**src/rtl/pipe_ctrl_pkg.sv**
```systemverilog
// Shared types for the pipe_ctrl pipeline sequencer: sequencer states, the
// per-cycle control bundle and the address type.
package pipe_ctrl_pkg;

    localparam int ADDR_W = 64;
    localparam int CNT_W  = 4;

    typedef logic [ADDR_W-1:0] addr_t;

    typedef enum logic [1:0] {
        ST_RESET = 2'd0,
        ST_RUN   = 2'd1,
        ST_FLUSH = 2'd2,
        ST_HALT  = 2'd3
    } state_t;

    typedef struct packed {
        logic jump;
        logic stall_pc;
        logic stall_if_id;
        logic stall_id_ex;
        logic flush_if_id;
        logic flush_id_ex;
        logic halted;
    } ctrl_t;

    localparam ctrl_t CTRL_IDLE = '{default: 1'b0};

    // Freeze every front-end boundary.
    localparam ctrl_t CTRL_HOLD_ALL = '{
        jump: 1'b0, stall_pc: 1'b1, stall_if_id: 1'b1, stall_id_ex: 1'b1,
        flush_if_id: 1'b0, flush_id_ex: 1'b0, halted: 1'b0
    };

endpackage

```
**src/rtl/pipe_ctrl_if.sv**
```systemverilog
// Handshake bundle between the Ex-side hazard sources and the pipeline sequencer.
// The performance counter outputs exist only when PIPE_CTRL_PERF_EN is defined.
interface pipe_ctrl_if;
    import pipe_ctrl_pkg::*;

    logic  JumpFlagFromEx;
    addr_t JumpAddrFromEx;
    logic  EbreakFromEx;
    logic  HoldReqFromId;
    logic  HoldReqFromMem;

    logic  JumpFlagToPc;
    addr_t JumpAddrToPc;
    logic  StallPcOut;
    logic  StallIfIdOut;
    logic  StallIdExOut;
    logic  FlushIfIdOut;
    logic  FlushIdExOut;
    logic  HaltedOut;
`ifdef PIPE_CTRL_PERF_EN
    logic [63:0] PerfStallCntOut;
    logic [63:0] PerfFlushCntOut;
    logic [63:0] PerfHaltCntOut;
`endif

    modport master (
        input  JumpFlagFromEx, JumpAddrFromEx, EbreakFromEx, HoldReqFromId, HoldReqFromMem,
        output JumpFlagToPc, JumpAddrToPc, StallPcOut, StallIfIdOut, StallIdExOut,
               FlushIfIdOut, FlushIdExOut, HaltedOut
`ifdef PIPE_CTRL_PERF_EN
        , output PerfStallCntOut, PerfFlushCntOut, PerfHaltCntOut
`endif
    );

    modport slave (
        output JumpFlagFromEx, JumpAddrFromEx, EbreakFromEx, HoldReqFromId, HoldReqFromMem,
        input  JumpFlagToPc, JumpAddrToPc, StallPcOut, StallIfIdOut, StallIdExOut,
               FlushIfIdOut, FlushIdExOut, HaltedOut
`ifdef PIPE_CTRL_PERF_EN
        , input PerfStallCntOut, PerfFlushCntOut, PerfHaltCntOut
`endif
    );

endinterface

```
**src/rtl/pipe_ctrl_perf.sv**
```systemverilog
// Free-running 64-bit event counters for pipe_ctrl; present only in builds
// with PIPE_CTRL_PERF_EN defined.
`ifdef PIPE_CTRL_PERF_EN
module pipe_ctrl_perf (
    input  logic        Clk,
    input  logic        Rst,
    input  logic        stall_evt,
    input  logic        flush_evt,
    input  logic        halt_evt,
    output logic [63:0] stall_cnt,
    output logic [63:0] flush_cnt,
    output logic [63:0] halt_cnt
);

    always_ff @(posedge Clk or negedge Rst) begin
        if (!Rst) begin
            stall_cnt <= '0;
            flush_cnt <= '0;
            halt_cnt  <= '0;
        end else begin
            stall_cnt <= stall_cnt + 64'(stall_evt);
            flush_cnt <= flush_cnt + 64'(flush_evt);
            halt_cnt  <= halt_cnt + 64'(halt_evt);
        end
    end

endmodule
`endif

```
**src/rtl/pipe_ctrl.sv**
```systemverilog
// Pipeline sequencer: turns jump, load-use, memory-busy and EBREAK events into
// per-cycle stall/flush/redirect controls. PIPE_CTRL_PERF_EN adds event counters.
module pipe_ctrl
    import pipe_ctrl_pkg::*;
#(
    parameter int    FLUSH_CYCLES = 2,
    parameter int    RESET_CYCLES = 2,
    parameter addr_t PC_RESET     = 64'h8000_0000
) (
    input logic         Clk,
    input logic         Rst,
    pipe_ctrl_if.master bus
);

    state_t           state, state_nxt;
    logic [CNT_W-1:0] cnt, cnt_nxt;
    ctrl_t            ctrl;

    always_comb begin
        // NOTE: defaults first so no branch can leave a signal unassigned and infer a latch.
        ctrl      = CTRL_IDLE;
        state_nxt = state;
        cnt_nxt   = cnt;
        unique case (state)
            ST_RESET: begin
                ctrl = CTRL_HOLD_ALL;
                // Rst gating keeps the boot redirect quiet while reset is still held.
                if (cnt == '0 && Rst) begin
                    ctrl.jump = 1'b1;
                    state_nxt = ST_RUN;
                end else if (cnt != '0) begin
                    cnt_nxt = cnt - 1'b1;
                end
            end
            ST_RUN: begin
                if (bus.HoldReqFromMem) begin
                    ctrl = CTRL_HOLD_ALL;
                end else if (bus.EbreakFromEx) begin
                    ctrl             = CTRL_HOLD_ALL;
                    ctrl.flush_id_ex = 1'b1;
                    state_nxt        = ST_HALT;
                end else if (bus.JumpFlagFromEx) begin
                    ctrl.jump        = 1'b1;
                    ctrl.flush_if_id = 1'b1;
                    ctrl.flush_id_ex = 1'b1;
                    if (FLUSH_CYCLES > 1) begin
                        state_nxt = ST_FLUSH;
                        cnt_nxt   = CNT_W'(FLUSH_CYCLES - 2);
                    end
                end else if (bus.HoldReqFromId) begin
                    ctrl.stall_pc    = 1'b1;
                    ctrl.stall_if_id = 1'b1;
                    ctrl.flush_id_ex = 1'b1;
                end
            end
            ST_FLUSH: begin
                // Ex holds a bubble here, so only the memory hold is honoured.
                if (bus.HoldReqFromMem) begin
                    ctrl = CTRL_HOLD_ALL;
                end else if (cnt == '0) begin
                    state_nxt = ST_RUN;
                end else begin
                    cnt_nxt = cnt - 1'b1;
                end
                ctrl.flush_id_ex = 1'b1;
            end
            ST_HALT: begin
                ctrl        = CTRL_HOLD_ALL;
                ctrl.halted = 1'b1;
            end
        endcase
    end

    always_ff @(posedge Clk or negedge Rst) begin
        // NOTE: registered state uses non-blocking assignments so every flop samples pre-edge values.
        if (!Rst) begin
            state <= ST_RESET;
            cnt   <= CNT_W'(RESET_CYCLES - 1);
        end else begin
            state <= state_nxt;
            cnt   <= cnt_nxt;
        end
    end

    assign bus.JumpFlagToPc = ctrl.jump;
    assign bus.JumpAddrToPc = !ctrl.jump          ? '0       :
                              (state == ST_RESET) ? PC_RESET : bus.JumpAddrFromEx;
    assign bus.StallPcOut   = ctrl.stall_pc;
    assign bus.StallIfIdOut = ctrl.stall_if_id;
    assign bus.StallIdExOut = ctrl.stall_id_ex;
    assign bus.FlushIfIdOut = ctrl.flush_if_id;
    assign bus.FlushIdExOut = ctrl.flush_id_ex;
    assign bus.HaltedOut    = ctrl.halted;

`ifdef PIPE_CTRL_PERF_EN
    logic stall_evt, flush_evt, halt_evt;

    assign stall_evt = (state == ST_RUN) && (ctrl.stall_pc || ctrl.stall_if_id || ctrl.stall_id_ex);
    assign flush_evt = (state == ST_RUN) && ctrl.jump;
    assign halt_evt  = (state == ST_HALT);

    pipe_ctrl_perf u_perf (
        .Clk       (Clk),
        .Rst       (Rst),
        .stall_evt (stall_evt),
        .flush_evt (flush_evt),
        .halt_evt  (halt_evt),
        .stall_cnt (bus.PerfStallCntOut),
        .flush_cnt (bus.PerfFlushCntOut),
        .halt_cnt  (bus.PerfHaltCntOut)
    );
`endif

`ifndef SYNTHESIS
    // Ex must not present a jump while the sequencer is still flushing.
    a_no_jump_in_flush: assert property (@(posedge Clk) disable iff (!Rst)
        !(state == ST_FLUSH && bus.JumpFlagFromEx))
        else $error("pipe_ctrl: JumpFlagFromEx asserted during flush");
`endif

endmodule
```
**src/flat_wrapper.sv**
```systemverilog
// flat-port wrapper written by rule: the top's interface ports become plain ports
module pipe_ctrl_flat import pipe_ctrl_pkg::*;
#(
    parameter int    FLUSH_CYCLES = 2,
    parameter int    RESET_CYCLES = 2,
    parameter addr_t PC_RESET     = 64'h8000_0000
)
  (Clk, Rst, bus_JumpFlagFromEx, bus_JumpAddrFromEx, bus_EbreakFromEx, bus_HoldReqFromId, bus_HoldReqFromMem, bus_JumpFlagToPc, bus_JumpAddrToPc, bus_StallPcOut, bus_StallIfIdOut, bus_StallIdExOut, bus_FlushIfIdOut, bus_FlushIdExOut, bus_HaltedOut);
  pipe_ctrl_if bus_i ();
  input logic Clk;
  input logic Rst;
  input wire logic [$bits(bus_i.JumpFlagFromEx)-1:0] bus_JumpFlagFromEx;
  input wire logic [$bits(bus_i.JumpAddrFromEx)-1:0] bus_JumpAddrFromEx;
  input wire logic [$bits(bus_i.EbreakFromEx)-1:0] bus_EbreakFromEx;
  input wire logic [$bits(bus_i.HoldReqFromId)-1:0] bus_HoldReqFromId;
  input wire logic [$bits(bus_i.HoldReqFromMem)-1:0] bus_HoldReqFromMem;
  output wire logic [$bits(bus_i.JumpFlagToPc)-1:0] bus_JumpFlagToPc;
  output wire logic [$bits(bus_i.JumpAddrToPc)-1:0] bus_JumpAddrToPc;
  output wire logic [$bits(bus_i.StallPcOut)-1:0] bus_StallPcOut;
  output wire logic [$bits(bus_i.StallIfIdOut)-1:0] bus_StallIfIdOut;
  output wire logic [$bits(bus_i.StallIdExOut)-1:0] bus_StallIdExOut;
  output wire logic [$bits(bus_i.FlushIfIdOut)-1:0] bus_FlushIfIdOut;
  output wire logic [$bits(bus_i.FlushIdExOut)-1:0] bus_FlushIdExOut;
  output wire logic [$bits(bus_i.HaltedOut)-1:0] bus_HaltedOut;
  assign bus_i.JumpFlagFromEx = bus_JumpFlagFromEx;
  assign bus_i.JumpAddrFromEx = bus_JumpAddrFromEx;
  assign bus_i.EbreakFromEx = bus_EbreakFromEx;
  assign bus_i.HoldReqFromId = bus_HoldReqFromId;
  assign bus_i.HoldReqFromMem = bus_HoldReqFromMem;
  assign bus_JumpFlagToPc = bus_i.JumpFlagToPc;
  assign bus_JumpAddrToPc = bus_i.JumpAddrToPc;
  assign bus_StallPcOut = bus_i.StallPcOut;
  assign bus_StallIfIdOut = bus_i.StallIfIdOut;
  assign bus_StallIdExOut = bus_i.StallIdExOut;
  assign bus_FlushIfIdOut = bus_i.FlushIfIdOut;
  assign bus_FlushIdExOut = bus_i.FlushIdExOut;
  assign bus_HaltedOut = bus_i.HaltedOut;
  pipe_ctrl #(.FLUSH_CYCLES(FLUSH_CYCLES), .RESET_CYCLES(RESET_CYCLES), .PC_RESET(PC_RESET)) u_core (.Clk(Clk), .Rst(Rst), .bus(bus_i));
endmodule
```
**config.mk**
```make
export PLATFORM = sky130hd
export DESIGN_NAME = pipe_ctrl_flat
export DESIGN_NICKNAME = d
export VERILOG_FILES = /design/src/rtl/pipe_ctrl_pkg.sv /design/src/rtl/pipe_ctrl_if.sv /design/src/rtl/pipe_ctrl_perf.sv /design/src/rtl/pipe_ctrl.sv /design/src/flat_wrapper.sv
export SDC_FILE = /design/constraint.sdc
export NUM_CORES = 1
export LEC_CHECK = 0
export ABC_AREA = 1
export ABC_CLOCK_PERIOD_IN_PS = 2600
export BUFFER_PORTS_ARGS = -buffer_cell sky130_fd_sc_hd__buf_2
export CORE_ASPECT_RATIO = 1.4
export CORE_UTILIZATION = 35
export DETAILED_ROUTE_END_ITERATION = 8
export GPL_TIMING_DRIVEN = 0
export PLACE_DENSITY = 0.88
export SETUP_SLACK_MARGIN = 0.15
export SYNTH_ARGS = -nofsm -noshare
export SYNTH_HDL_FRONTEND = slang
export SYNTH_SLANG_ARGS = --single-unit
```
**constraint.sdc**
```tcl
create_clock -name Clk -period 2.6 [get_ports Clk]
set_input_delay 0.52 -clock Clk [delete_from_list [all_inputs] [get_ports Clk]]
set_output_delay 0.52 -clock Clk [all_outputs]
set_load 0.1 [all_outputs]
```
==> summary.log <==
qor: critical_path.timing.critical_path.from u_core.state[1]$_DFFE_PN0P_
qor: die.die_area 3340 um2
qor: critical_path.r2r-start u_core.cnt[0]$_DFFE_PN1P_
qor: die.initial_core_utilization 37.5%
qor: timing.setup_ws 0.179 ns
qor: logic_synthesis.synthesis.area 1090 um2
qor: finish.finish.net_count 435
qor: critical_path.end_kind output pin
qor: die.placeableCoreArea 2910 um2
qor: place.number_of_placed_instances_with_taps_included 394
qor: die.chipWidth 49.2 um
qor: drt.wirelength 4900 um
qor: grt.globalRouteTotalUtil 23.9%
qor: clocking.clk-insertion-delay-late 0.23 ns
qor: critical_path.worst-path-max-fanout 10
qor: logic_synthesis.yosysWarningCount 0
qor: die.std_cell_rows 23
qor: clocking.cts.reportedPaths.clkPinSlew 0.04 ns
qor: critical_path.worst_ep_arrival_time 1.90 ns
qor: finish.layout-drive-gt1-share 52.5%
qor: clocking.holdBufCountCts 0
qor: logic_synthesis.synthesis.instances 217
qor: drt.detail_route.wl_per_cell 12.3 um
qor: grt.antenna_violations_before_repair 0
qor: timing.slew_violations 0
qor: grt.grt_pass1_vias 1578
qor: finish.stdcell_count 399
qor: drt.routed_via_density 4.83
qor: finish.fillCellCount 219
qor: logic_synthesis.post_synth_num_cell_types 21
qor: logic_synthesis.synth_sequential_area_ratio 13.9%
qor: drt.first_pass_iters 5
qor: timing.final-hold-violation-count 0
qor: power.max-vdd-ir-drop 803 uV
qor: power.power_leakage 1.31 nW
qor: timing.timing.setup.tns 0 ns
qor: die.dieHeight 68.0 um
qor: logic_synthesis.synth_nets 289
qor: place.place_hpwl 3270 um
qor: clocking.htree_levels 1
qor: drt.ant_nets 0
qor: worst_hold_path.min_path_type in2async
qor: finish.area_taken_by_multi_input_logic_gates 842 um2
qor: logic_synthesis.ys_ff_latch 6
qor: finish.antennaDiodeCount 0
qor: clocking.clock_path_buffers 2
qor: timing.fin_crit 2.42 ns
qor: critical_path.critPathLaunchType flop
qor: clocking.clock_sink_count 6
qor: critical_path.worstPathCellList inv_2 > nand2_2 > nor3_4 > nand2_2 > buf_6 > buf_6 > nor2_2 > buf_4
qor: grt.grt_pass1_wl 6340 um
qor: timing.hold_ws 0.129 ns
qor: finish.area_growth 101%
qor: timing.worst-slew-pin-transition 0.490 ns
qor: critical_path.path_delay_family buffers and inverters
qor: job.maxCapViolCount 0
qor: timing.finalSetupViolCount 0
qor: outcome.result_of_the_run finished clean
qor: finish.register_area 151 um2
qor: place.gp_congestion 0.792
qor: critical_path.timing.critical_path.slowest_stage_cell dfrtp_1
qor: critical_path.worst-setup-path-type reg2out
qor: grt.grt_max_degree 11
qor: grt.grt_overflow 0
qor: timing.finalCritPeriodShare 93.1%
qor: critical_path.highest_cell_delay_on_the_worst_timing_path 0.41 ns
qor: timing.clock.fmax 0.413 GHz
qor: place.post-place-ws 0.183 ns
qor: logic_synthesis.syn_area_per_cell 5.02 um2
qor: critical_path.critical_path_required 2.08 ns
qor: drt.detail_route.iter0.violations 47
qor: clocking.tritoncts built
qor: drt.post-route-drc-count 0
qor: timing.max_slew_headroom 67.5%
qor: drt.vias 1926
qor: clocking.cts.root.buffer_cell clkbuf_8
qor: critical_path.critPathBufInv 4
qor: die.design.portCount 141
qor: clocking.number_of_buffers_created_by_cts 3
qor: timing.rsz_0062_raised_after_global_routing no
qor: timing.final.setup_skew 0.000506 ns
qor: power.power.density 909 nW/um2
qor: place.io_buffers 140
==> worst register-to-register path: cells and delay by family (launching register included) <==
| family | cells | cell delay, ns |
|---|---|---|
| simple gates | 5 | 0.62 |
| flops | 1 | 0.51 |
| fa+ha+maj | 1 | 0.25 |
| buf+inv | 1 | 0.09 |
==> synth_stat cells, drive strengths merged <==
cell type,n,area share [%]
a21oi,2,0.92
buf,13,9.3
clkbuf,2,0.69
dfrtp,5,11
dfstp,1,2.4
ha,2,2.3
inv,10,3.4
nand2,92,32
nand3,5,2.3
nand4,5,2.9
nor2,73,27
nor3,2,2.0
o21ai,2,0.92
o31ai,1,0.69
or2,1,0.57
xnor2,1,0.80
==> metrics by stage <==
step | power [mW] | util (%) | cell area [um2]
after floorplan | 1.47 | - | 1130
after global placement | 1.71 | 64.5 | 1870
after detailed placement | 1.74 | 64.5 | 1870
after CTS | 1.93 | 71.2 | 2070
after global routing | 2.11 | 75.3 | 2190
final | 1.99 | 75.3 | 2190
==> final timing paths <==
kind                                                to  slack [ns]  cells past startpoint
max                               bus_JumpAddrToPc[25]        0.18                      8
min                        u_core.state[0]$_DFFE_PN0P_        0.13                      1
max reg2reg                  u_core.cnt[3]$_DFFE_PN0P_        1.06                      7
min reg2reg                  u_core.cnt[1]$_DFFE_PN0P_        0.51                      2
max in group asynchronous    u_core.cnt[0]$_DFFE_PN1P_        2.23                      1
min in group Clk             u_core.cnt[1]$_DFFE_PN0P_        0.51                      2
==> sequential cells by signal (all words and copies together), names as in the netlist <==
name	flops
u_core.cnt	4
u_core.state	2
==> cells by family (layout without fill, tap and decap cells) <==
kind of cell               Yosys count  after routing  synth area share [%]
buffers and inverters               25            170                  13.4
and+or+nand+nor                    178            178                  67.1
adders and majority gates            2              2                  2.30
DFF                                  6              6                  13.9
xor gates and xnor gates             1              1                 0.804
AOI/OAI and AO/OA                    5              5                  2.53
==> placed cells by master (no fill, tap or decap), drive strengths merged <==
master,count
ha,2
clkbuf,8
dfrtp,5
or2,1
dfstp,1
nand2,92
nand3,5
nor3,2
o21ai,2
inv,10
buf,152
nor2,73
nand4,5
xnor2,1
a21oi,2
o31ai,1
==> cell type report <==
cell class	instances	share of cell area, %
buffer	15	5.09
timing repair buffer	141	43.7
inverter	10	1.71
clock buffer	4	2.06
tap	37	2.11
multi-input combinational	186	38.5
sequential	6	6.91
==> power breakdown <==
part,internal (mW),switching (mW),total (mW)
sequential,0.144,0.0427,0.187
combinational,0.408,1.24,1.65
clock,0.106,0.0471,0.153
==> routing by layer <==
metal / track usage [%] / wire length [um] / up-vias
met5: 0 / 0 / -
met4: 12.9 / 114 / 0
met3: 4.89 / 400 / 15
met2: 48.3 / 2730 / 107
met1: 22.2 / 1660 / 857
li1: - / - / 947
==> timing repair <==
item                       in CTS  in global routing
resized for setup              60                 38
pin swaps                       0                  1
setup endpoints to repair      60                 65
setup buffers                   0                  1
hold endpoints to repair        0                  0
Power figures use the tool's default switching activity.
